$ cat src/rtl/tap_delay_line.sv
// Purpose : DEPTH-stage tapped delay line with per-stage valid bits, stall, flush,
//           fill counter and one registered, run-time selectable tap.
// Latency : din reaches tap k after k+1 enabled edges; dout lags the taps by one edge.
// Backpr. : none; en=0 stalls the whole chain, while the output mux keeps tracking sel.
//
// Ports:
//   clk        rising-edge clock
//   rst        asynchronous active-low reset
//   clr        synchronous flush (highest priority)
//   en         shift enable; 0 holds stages, valids and fill
//   din_valid  qualifies din; an invalid word still shifts in, with its valid bit cleared
//   din        word entering stage 0
//   sel        tap index for dout (0 = newest)
//   taps       flat bus of all stages, stage k at [k*DATA_WIDTH +: DATA_WIDTH]
//   tap_valid  bit k set when stage k holds valid data
//   dout       registered copy of stage[sel]
//   dout_valid registered valid of stage[sel]
//   sel_err    registered, set when the sampled sel >= DEPTH
//   fill       number of valid stages, 0..DEPTH
//   full       fill == DEPTH
module tap_delay_line #(
   parameter int DATA_WIDTH = 32,
   parameter int DEPTH      = 8,
   parameter int SEL_WIDTH  = 6,
   parameter int CNT_WIDTH  = 7
) (
   input  logic                        clk,
   input  logic                        rst,
   input  logic                        clr,
   input  logic                        en,
   input  logic                        din_valid,
   input  logic [DATA_WIDTH-1:0]       din,
   input  logic [SEL_WIDTH-1:0]        sel,
   output logic [DATA_WIDTH*DEPTH-1:0] taps,
   output logic [DEPTH-1:0]            tap_valid,
   output logic [DATA_WIDTH-1:0]       dout,
   output logic                        dout_valid,
   output logic                        sel_err,
   output logic [CNT_WIDTH-1:0]        fill,
   output logic                        full
);

   // Packed so that the flat tap bus is a plain copy with stage 0 in the low bits.
   logic [DEPTH-1:0][DATA_WIDTH-1:0] stage_q, stage_d;
   logic [DEPTH-1:0]                 valid_q, valid_d;
   logic [CNT_WIDTH-1:0]             fill_q, fill_d;
   logic [DATA_WIDTH-1:0]            dout_q, dout_d;
   logic                             dout_valid_q, dout_valid_d;
   logic                             sel_err_q, sel_err_d;

   always_comb begin
      stage_d      = stage_q;
      valid_d      = valid_q;
      fill_d       = fill_q;
      dout_d       = '0;
      dout_valid_d = 1'b0;
      sel_err_d    = 1'b1;

      // Compare against every legal index instead of indexing with sel, so an
      // out-of-range sel simply matches nothing and falls through to the error value.
      for (int k = 0; k < DEPTH; k++) begin
         if (sel == SEL_WIDTH'(k)) begin
            dout_d       = stage_q[k];
            dout_valid_d = valid_q[k];
            sel_err_d    = 1'b0;
         end
      end

      if (clr) begin
         stage_d      = '0;
         valid_d      = '0;
         fill_d       = '0;
         dout_d       = '0;
         dout_valid_d = 1'b0;
         sel_err_d    = 1'b0;
      end else if (en) begin
         stage_d = {stage_q[DEPTH-2:0], din};
         valid_d = {valid_q[DEPTH-2:0], din_valid};
         // A valid word entering and a valid word leaving cancel out; fill can
         // never pass DEPTH because a full chain always drops a valid word.
         fill_d  = fill_q + CNT_WIDTH'(din_valid) - CNT_WIDTH'(valid_q[DEPTH-1]);
      end
   end

   always_ff @(posedge clk or negedge rst) begin
      if (!rst) begin
         stage_q      <= '0;
         valid_q      <= '0;
         fill_q       <= '0;
         dout_q       <= '0;
         dout_valid_q <= 1'b0;
         sel_err_q    <= 1'b0;
      end else begin
         stage_q      <= stage_d;
         valid_q      <= valid_d;
         fill_q       <= fill_d;
         dout_q       <= dout_d;
         dout_valid_q <= dout_valid_d;
         sel_err_q    <= sel_err_d;
      end
   end

   assign taps       = stage_q;
   assign tap_valid  = valid_q;
   assign fill       = fill_q;
   assign full       = (fill_q == CNT_WIDTH'(DEPTH));
   assign dout       = dout_q;
   assign dout_valid = dout_valid_q;
   assign sel_err    = sel_err_q;

endmodule

$ cat config.mk
export PLATFORM = sky130hd
export DESIGN_NAME = tap_delay_line
export DESIGN_NICKNAME = d
export VERILOG_FILES = /design/src/rtl/tap_delay_line.sv
export SDC_FILE = /design/constraint.sdc
export NUM_CORES = 1
export LEC_CHECK = 0
export BUFFER_PORTS_ARGS = -buffer_cell sky130_fd_sc_hd__buf_2
export CAP_MARGIN = 30
export CORE_MARGIN = 2
export CORE_UTILIZATION = 30
export DETAILED_ROUTE_END_ITERATION = 6
export PLACE_DENSITY = 0.52
export SYNTH_ARGS = -nofsm -noshare
export SYNTH_HDL_FRONTEND = slang
export SYNTH_SLANG_ARGS = --single-unit
export TNS_END_PERCENT = 1
$ cat constraint.sdc
create_clock -name clk -period 3.1 [get_ports clk]
set_clock_uncertainty 0.2 [all_clocks]
set_input_delay 0.62 -clock clk [delete_from_list [all_inputs] [get_ports clk]]
set_output_delay 0.62 -clock clk [all_outputs]
set_load 0.05 [all_outputs]
==> results.txt, run 1 <==
After synthesis, the most frequently instantiated cells are 305 x sky130_fd_sc_hd__dfrtp_1, 272 x sky130_fd_sc_hd__nor2_1, 270 x sky130_fd_sc_hd__mux2i_1, 45 x sky130_fd_sc_hd__buf_2, 40 x sky130_fd_sc_hd__clkbuf_1. Of all flip-flops after synthesis, the portion carrying an async set or reset was 100%. The worst path uses 84.8% of the clock period. Counting instances, the worst hold path has a depth of 3. The run gives 0 as the number of antenna repair diodes. The setup-violating endpoint count in the final report was 0; the number of synthesized flops with an enable pin was 0. The relative slew slack is 37.7%. Setup repair after global routing left no endpoint under its margin. Summed over all layers, the global routing overflow is 0. The logs give 0 for the setup fix buffers added after clock tree synthesis and 36 for the total CTS buffers. The floorplan step set the die height to 223 um. STA classifies the critical path endpoint as a register. Yosys instantiated no cell more often than sky130_fd_sc_hd__dfrtp_1. In this run the mean area of a mapped cell was 11.9 um2. For this design, the slowest cell found on the critical path is sky130_fd_sc_hd__fa_1.

In the routed design, unresolved DRC markers number 0. The logs give 11000 for the via count of the routed design and 51 for the count of cell types in the netlist. During synthesis, Yosys emitted a total of 0 warnings. The mapped netlist covers 14300 um2. The run gives 0 as the initial antenna violation count. After detailed routing, the number of vias per cell comes to 5.08.

The highest fanout seen on the critical path works out to 4. Max-slew violation count: 0. The main flop type after synthesis was sky130_fd_sc_hd__dfrtp_1. The number of design-rule violations left by the first detailed-router iteration is 818, and the standard cell area after detailed placement is 16800 um2. Input and output buffers added on the ports amount to 348. The first global-routing pass estimated 74100 um of wire. The count of filler cells inserted in the layout is 4744. The critical path goes through inv_1, ha_1, inv_1, ha_1, inv_1, fa_1, nor2b_1, o311ai_0, o211ai_1, mux2_2. The actual transition at the worst max-transition pin works out to 0.934 ns. Counting every instance in the synthesized netlist gives 1206. The root buffer selected by CTS is sky130_fd_sc_hd__clkbuf_16. Cells with a size suffix above 1 make up 31.9% of the layout. The run gives 0 as the count of final hold-check violations.

The critical path arrival came out at 2.85 ns. For this run, the post-layout net count is 1579. From synthesis to final layout, the design area changed by 25.1%. The via count of the first global-routing pass was 10500; the post-synth net total was 1259. Power spread over the standard cell area amounts to 528 nW/um2. Area enclosed by the die boundary: 49500 um2. The level count of the clock H-tree was 2. The type of the worst setup path is reg2reg.

The worst setup path is launched from a register. The tools report the largest net degree at the start of global routing as 117. By area the synthesized netlist is led by sky130_fd_sc_hd__dfrtp_1 53%, sky130_fd_sc_hd__mux2i_1 19%, sky130_fd_sc_hd__nor2_1 7.1%. The tools report the endpoint of the worst hold path as taps[31]. The depth of the worst register-to-register path is 10, and the upper clock frequency limit is 380 MHz.

During I/O placement, the number of pins put on the boundary was 349. The floorplan core area is 47400 um2, and the later-pin clock latency in the skew report is 0.53 ns. The startpoint identified for the worst register-to-register timing path is fill[0]. The run gives 19.8% as the combined global-route utilization of all metal layers. For this design, the sink count on the clock tree is 305. The number of detailed-routing iterations run before antenna repair is 5. The run finished with clean final reports. Summed over all nets, the half-perimeter wirelength after detailed placement is 34800 um. After routing the design area is 17900 um2.

Among the stages of the critical path, the cell type that occurs most often is sky130_fd_sc_hd__inv_1. The worst-case vdd ir drop is 0.265 mV, and the peak per-stage delay on the critical path is 0.42 ns. After detailed routing, the average wire length per cell comes to 22.9 um. For flop-to-flop paths, the worst setup slack is 0.47 ns. Across the run, the number of max-cap violations was 0. The time the final worst path needs with I/O delays and setup was 2.63 ns. For the remaining number of nets flagged by the antenna check after routing, the log shows 0. The capture instance of the worst register-to-register path is fill[6]. After detailed routing, the total wire length is 49400 um. Critical hold path startpoint: din[31].

The flop and latch count out of synthesis works out to 305. The clock passes through at most 3 buffers. After synthesis, flip-flops and latches occupy 53.3% of the total area.

Of the post-synthesis cell area, the dominant cell type holds 53.3%. The cell taking the most area after synthesis is sky130_fd_sc_hd__dfrtp_1. The floorplan step set the die width to 223 um. In the final timing run, aggregate negative setup slack is 0 ns. TritonCTS built the clock tree.

Data on the critical path is required at its endpoint by 3.32 ns. After clock tree synthesis, the clock-pin slew on the worst setup and hold paths is 0.06 ns. For this configuration, the core starts out at a cell density of 30.2%. The standard-cell row count was 80; the final weighted congestion of routability-driven global placement was 0.852. The leakage power came out at 9.65 nW. The tools report the number of gates resized after cts as 0. Worst min-delay path class: in2reg.
## sequential cells by signal (all words and copies together), names as in the netlist
name        count
fill            7
dout           32
sel_err         1
taps          256
tap_valid       8
dout_valid      1
## cells in the final DEF (no fill, tap or decap), types with 2 or more instances in the layout
cell and n:
sky130_fd_sc_hd__buf_2 343, sky130_fd_sc_hd__dfrtp_1 305, sky130_fd_sc_hd__nor2_1 272, sky130_fd_sc_hd__mux2i_1 270, sky130_fd_sc_hd__clkbuf_16 37, sky130_fd_sc_hd__mux4_2 33
sky130_fd_sc_hd__o22ai_1 31, sky130_fd_sc_hd__buf_4 22, sky130_fd_sc_hd__nor2b_1 21, sky130_fd_sc_hd__a221oi_1 21, sky130_fd_sc_hd__a21o_1 20, sky130_fd_sc_hd__a32oi_1 19
sky130_fd_sc_hd__nand2_1 18, sky130_fd_sc_hd__o21ai_0 15, sky130_fd_sc_hd__mux2_2 14, sky130_fd_sc_hd__inv_1 11, sky130_fd_sc_hd__buf_12 11, sky130_fd_sc_hd__a221oi_2 10
sky130_fd_sc_hd__ha_1 9, sky130_fd_sc_hd__clkbuf_1 9, sky130_fd_sc_hd__clkbuf_8 8, sky130_fd_sc_hd__nand3_1 3, sky130_fd_sc_hd__clkinv_2 3, sky130_fd_sc_hd__buf_8 3
sky130_fd_sc_hd__a22oi_1 2, sky130_fd_sc_hd__nor3_1 2, sky130_fd_sc_hd__nand3b_1 2, sky130_fd_sc_hd__nand4b_1 2, sky130_fd_sc_hd__o311ai_0 2, sky130_fd_sc_hd__a211oi_1 2
## stage by stage
stage / hold WS, ns / total power, W / cells / setup slack [ns] / util [%]
finish: 0.128 / 0.00945 / 2162 / 0.471 / 37.8
global route: 0.117 / 0.00981 / 2162 / 0.334 / 37.8
CTS: 0.0855 / 0.00961 / 2162 / 0.419 / 37.8
detailed placement: 0.289 / 0.00540 / 2102 / 0.422 / 35.4
global placement: 0.295 / 0.00539 / 2102 / 0.435 / 35.4
floorplan: 0.124 / 0.00498 / 1206 / 0.377 / -
## final cells by class
class	instances	area (um2)	share of cell area (%)
flip-flops and latches	305	7630	42.6
multi-input cells	791	6190	34.5
repair buffers	380	2160	12.0
clock buffers	54	1070	5.97
well taps	615	769	4.30
clock inverters	5	52.6	0.293
inverters	12	45.0	0.251
## worst max-delay path, delay by kind of cell (launching register included)
family / cells / cell delay [ns]
muxes: 1 / 0.36
and+or+nand+nor: 1 / 0.21
AOI/OAI and AO/OA: 2 / 0.29
buffers and inverters: 3 / 0.19
adders and majority gates: 3 / 0.86
DFF: 1 / 0.40
## per-layer routing
metal | vias up | GRT usage [%] | wire [um]
met2 | 386 | 25.5 | 19900
met3 | 63 | 4.27 | 3180
li1 | 4939 | - | -
met1 | 5585 | 31.8 | 25000
met5 | - | 0 | 0
met4 | 0 | 6.75 | 1400
## where the power goes
| group | switching (W) | leakage (nW) | internal, W |
|---|---|---|---|
| logic | 0.000802 | 4.88 | 0.000367 |
| registers | 0.0000965 | 4.22 | 0.00406 |
| clock network | 0.00168 | 0.550 | 0.00245 |
## cell families (layout without fill, tap and decap cells)
kind of cell               after synthesis  count (layout)  share of synthesized area (%)
buffers and inverters                  110             451                           3.54
and+or+nand+nor                        330             330                           9.64
xor gates and xnor gates                 2               2                          0.122
muxes                                  317             317                           25.2
AOI/OAI and AO/OA                      132             132                           7.32
DFF                                    305             305                           53.3
adders and majority gates               10              10                          0.926
## worst max-delay path by stage
stage	start	end	cells past startpoint
global placement	sel[0]	dout[26]	6
global route	fill[5]	full	5
CTS	fill[5]	full	5
detailed placement	sel[0]	dout[26]	6
floorplan	fill[0]	fill[6]	10
finish	fill[0]	fill[6]	10
## repair_timing
| action | 4_1_cts | 5_1_grt |
|---|---|---|
| setup endpoints to repair | 0 | 0 |
| hold buffers | 1 | 0 |
| hold endpoints to repair | 64 | 0 |
(Power assumes the default switching activity.)
==> inputs of run 2 (changes only) <==
==> constraint.sdc (replaced) <==
create_clock -name clk -period 2.61 [get_ports clk]
set_clock_uncertainty 0.2 [all_clocks]
set_input_delay 0.522 -clock clk [delete_from_list [all_inputs] [get_ports clk]]
set_output_delay 0.522 -clock clk [all_outputs]
set_load 0.05 [all_outputs]
==> run 2 against run 1 <==
Effect of this change: hold slack worse by 0.097 ns; combinational power up 21%; non-clock buffer count up 20; first-iteration DRC count down 11%; global-route usage down 0.17 points; critical path depth down 5; sequential power up 19%; utilization up 0.71 points; sequential share of layout area down 0.79 points; via count up 1.5%; power up 24%; flip-flop and latch count unchanged.
==> results.txt, run 2 (synthesized netlist as in run 1, its figures left out) <==
In the layout the commonest cells are 342 x sky130_fd_sc_hd__buf_2, 305 x sky130_fd_sc_hd__dfrtp_1, 272 x sky130_fd_sc_hd__nor2_1, 270 x sky130_fd_sc_hd__mux2i_1, 37 x sky130_fd_sc_hd__clkbuf_16. The number of antenna diodes in the final layout is 0. Global routing finished with a remaining overflow of 0. TritonCTS built the clock tree. At the placement stage, the worst setup path has a slack of 0.0910 ns. The run gives 1600 as the net count of the finished layout. CTS placed an instance of sky130_fd_sc_hd__clkbuf_16 at the clock tree root. The count of buffers added on input and output ports is 348.

Net switching is 26.6% of the power. For this design, the slowest cell found on the critical path is sky130_fd_sc_hd__dfrtp_1. No sink is reached through more buffers than the 3 on the longest clock path.

Using the TritonRoute via totals, the vias-per-cell ratio works out to 5.10. The detail route stage leaves a number of antenna-violating nets equal to 0. The proportion of layout cells with a drive suffix above 1 is 32.9%. Smallest setup slack after layout: 0.130 ns. The relative contribution of sequential cells to total power came out at 42.2%.

The floorplan step defined a die boundary enclosing 49500 um2. For the number of ports placed on the die boundary, the log shows 349. The combinational group share of total power is 12.2%, and the clock share of power is 45.6%. The worst min-delay path class was in2reg. Via count of the first global-routing pass: 10500. The analysis attributes to net switching a power of 0.00311 W. The sum of net half-perimeters after detailed placement was 34900 um. For the upper clock frequency limit, the log shows 403 MHz. After routing the design area is 18300 um2. The later-pin clock latency in the skew report is 0.53 ns.

The setup fix buffers added after clock tree synthesis is 0, and the total clock sinks is 305. The worst-case IR drop observed on VDD is 0.407 mV. The first global-routing pass estimated 73300 um of wire.

The die is 223 um wide. For the final routed database, the setup TNS stands at 0 ns. The max-slew violation count is 0, and the initial antenna violation count is 1. The remaining routing DRC violations is 0, and the leakage power is 9.83 nW.

For the worst setup path, the data required time is 1.89 ns. The via count of the routed design came out at 11100. The standard-cell row count is 80, and the largest net degree at the start of global routing is 101.

Leaving out fill and tap cells, the most frequent cell in the layout is sky130_fd_sc_hd__buf_2. The worst setup path is of the reg2out kind. In this run the tightest slew margin relative to its limit is 45.3%. The tools report the critical path endpoint category as a primary output.

Global routing consumed, over all layers together, 19.6% of the routing resources. Setup repair after global routing left no endpoint under its margin. Clock transition time at the flip-flop clock pins of the worst setup and hold paths: 0.06 ns. Setup violations remaining at the end of the flow were counted as 0. The register with the most flip-flops in the layout has 256 of them. Dividing total power by cell area gives a power density of 640 nW/um2.

Max-cap violations in this run came to 0. CTS built an H-tree with a depth of 2. Cells fill 38.5% of the core in the end.

The signed area change from the synthesized netlist to the final layout is 27.4%, and the hold slack is 0.0308 ns. The peak per-stage delay on the critical path is 0.45 ns. The vertical die dimension works out to 223 um. For the post-detailed-routing wire length, the log shows 49600 um. The time the final worst path needs with I/O delays and setup works out to 2.48 ns. After filler insertion, the fill cell instance count of the layout stands at 4726.

The core region is 47400 um2. The run gives 5 as the number of detailed-routing iterations run before antenna repair. The signal on the critical path passes through inv_1, ha_1, nand2_1, nor4_2, buf_4. The mean routed wirelength per cell came out at 22.7 um. The startpoint type of the worst setup path was a register.

The highest fanout seen on the critical path is 7. The internal portion of the total power is 0.00857 W. The starting density of the core was 30.2%. The run gives 37 as the total CTS buffers.

The count of final hold-check violations is 0, and the critical path arrival is 1.76 ns. For this block, the initial DRC count from the detailed router was 729. The actual transition at the worst max-transition pin was 0.821 ns.

The flow ran to the end, and the final reports show no timing, DRC or antenna violations. The final weighted congestion of routability-driven global placement was 0.840; the final clock period utilization by the worst path was 95.0%. The standard cell area after detailed placement is 17000 um2.
run 2: cell count changes in the layout (fill, tap and decap cells not counted), sizes merged:
| cell | previous run | this run |
|---|---|---|
| buf | 379 | 394 |
| clkbuf | 54 | 48 |
| bufinv | 1 | 6 |
| clkinv | 3 | 8 |
| dlygate4sd3 | 1 | 6 |
| clkinvlp | 1 | 0 |
run 2: final timing paths:
| check | startpoint | to | slack (ns) | depth (start not counted) |
|---|---|---|---|---|
| worst max-delay path | fill[5] | full | 0.13 | 5 |
| worst min-delay path | din[8] | taps[8] | 0.03 | 3 |
| worst max register to register | tap_valid[7] | fill[6] | 0.20 | 9 |
| worst min register to register | taps[230] | dout[6] | 0.32 | 1 |
| max in group asynchronous | rst | taps[250] | 1.21 | 3 |
| min in group asynchronous | rst | taps[232] | 0.24 | 2 |
run 2: per-stage QoR:
stage                     cells  power, W
after floorplan            1206   0.00592
after global placement     2117   0.00642
after detailed placement   2117   0.00643
after CTS                  2185    0.0119
after global routing       2185    0.0121
final                      2185    0.0117
run 2: worst max-delay path, delay by kind of cell, from the launching register on:
family / cells / cell delay (ns)
adders and majority gates: 1 / 0.18
DFF: 1 / 0.45
buffers and inverters: 2 / 0.37
and+or+nand+nor: 2 / 0.23
run 2: cell type report:
| cell class | count | area, um2 | area share, % |
|---|---|---|---|
| Clock buffer | 48 | 1010 | 5.52 |
| Clock inverter | 14 | 220 | 1.21 |
| Inverter | 12 | 45.0 | 0.247 |
| Multi-Input combinational cell | 791 | 6190 | 33.9 |
| Sequential cell | 305 | 7630 | 41.8 |
| Tap cell | 615 | 769 | 4.22 |
| Timing Repair Buffer | 400 | 2380 | 13.1 |
run 2: what timing repair did:
action | in CTS | in global routing
setup endpoints to repair | 0 | 2
hold buffers | 6 | 0
hold endpoints to repair | 89 | 0
gates resized for setup | 0 | 4
run 2: metal layers:
| layer | routed length, um | global-route usage (%) | part of all wire [%] |
|---|---|---|---|
| met2 | 20500 | 26.6 | 41 |
| met4 | 1230 | 5.28 | 2.5 |
| met5 | 0 | 0 | 0 |
| met1 | 24600 | 30.7 | 50 |
| met3 | 3240 | 4.65 | 6.5 |
run 2: power groups by stage:
stage	clock, W	combinational [W]	sequential (W)
after floorplan	0	0.000632	0.00529
after global placement	0	0.00141	0.00501
after detailed placement	0	0.00142	0.00501
after CTS	0.00550	0.00143	0.00493
after global routing	0.00568	0.00152	0.00494
final	0.00533	0.00142	0.00493
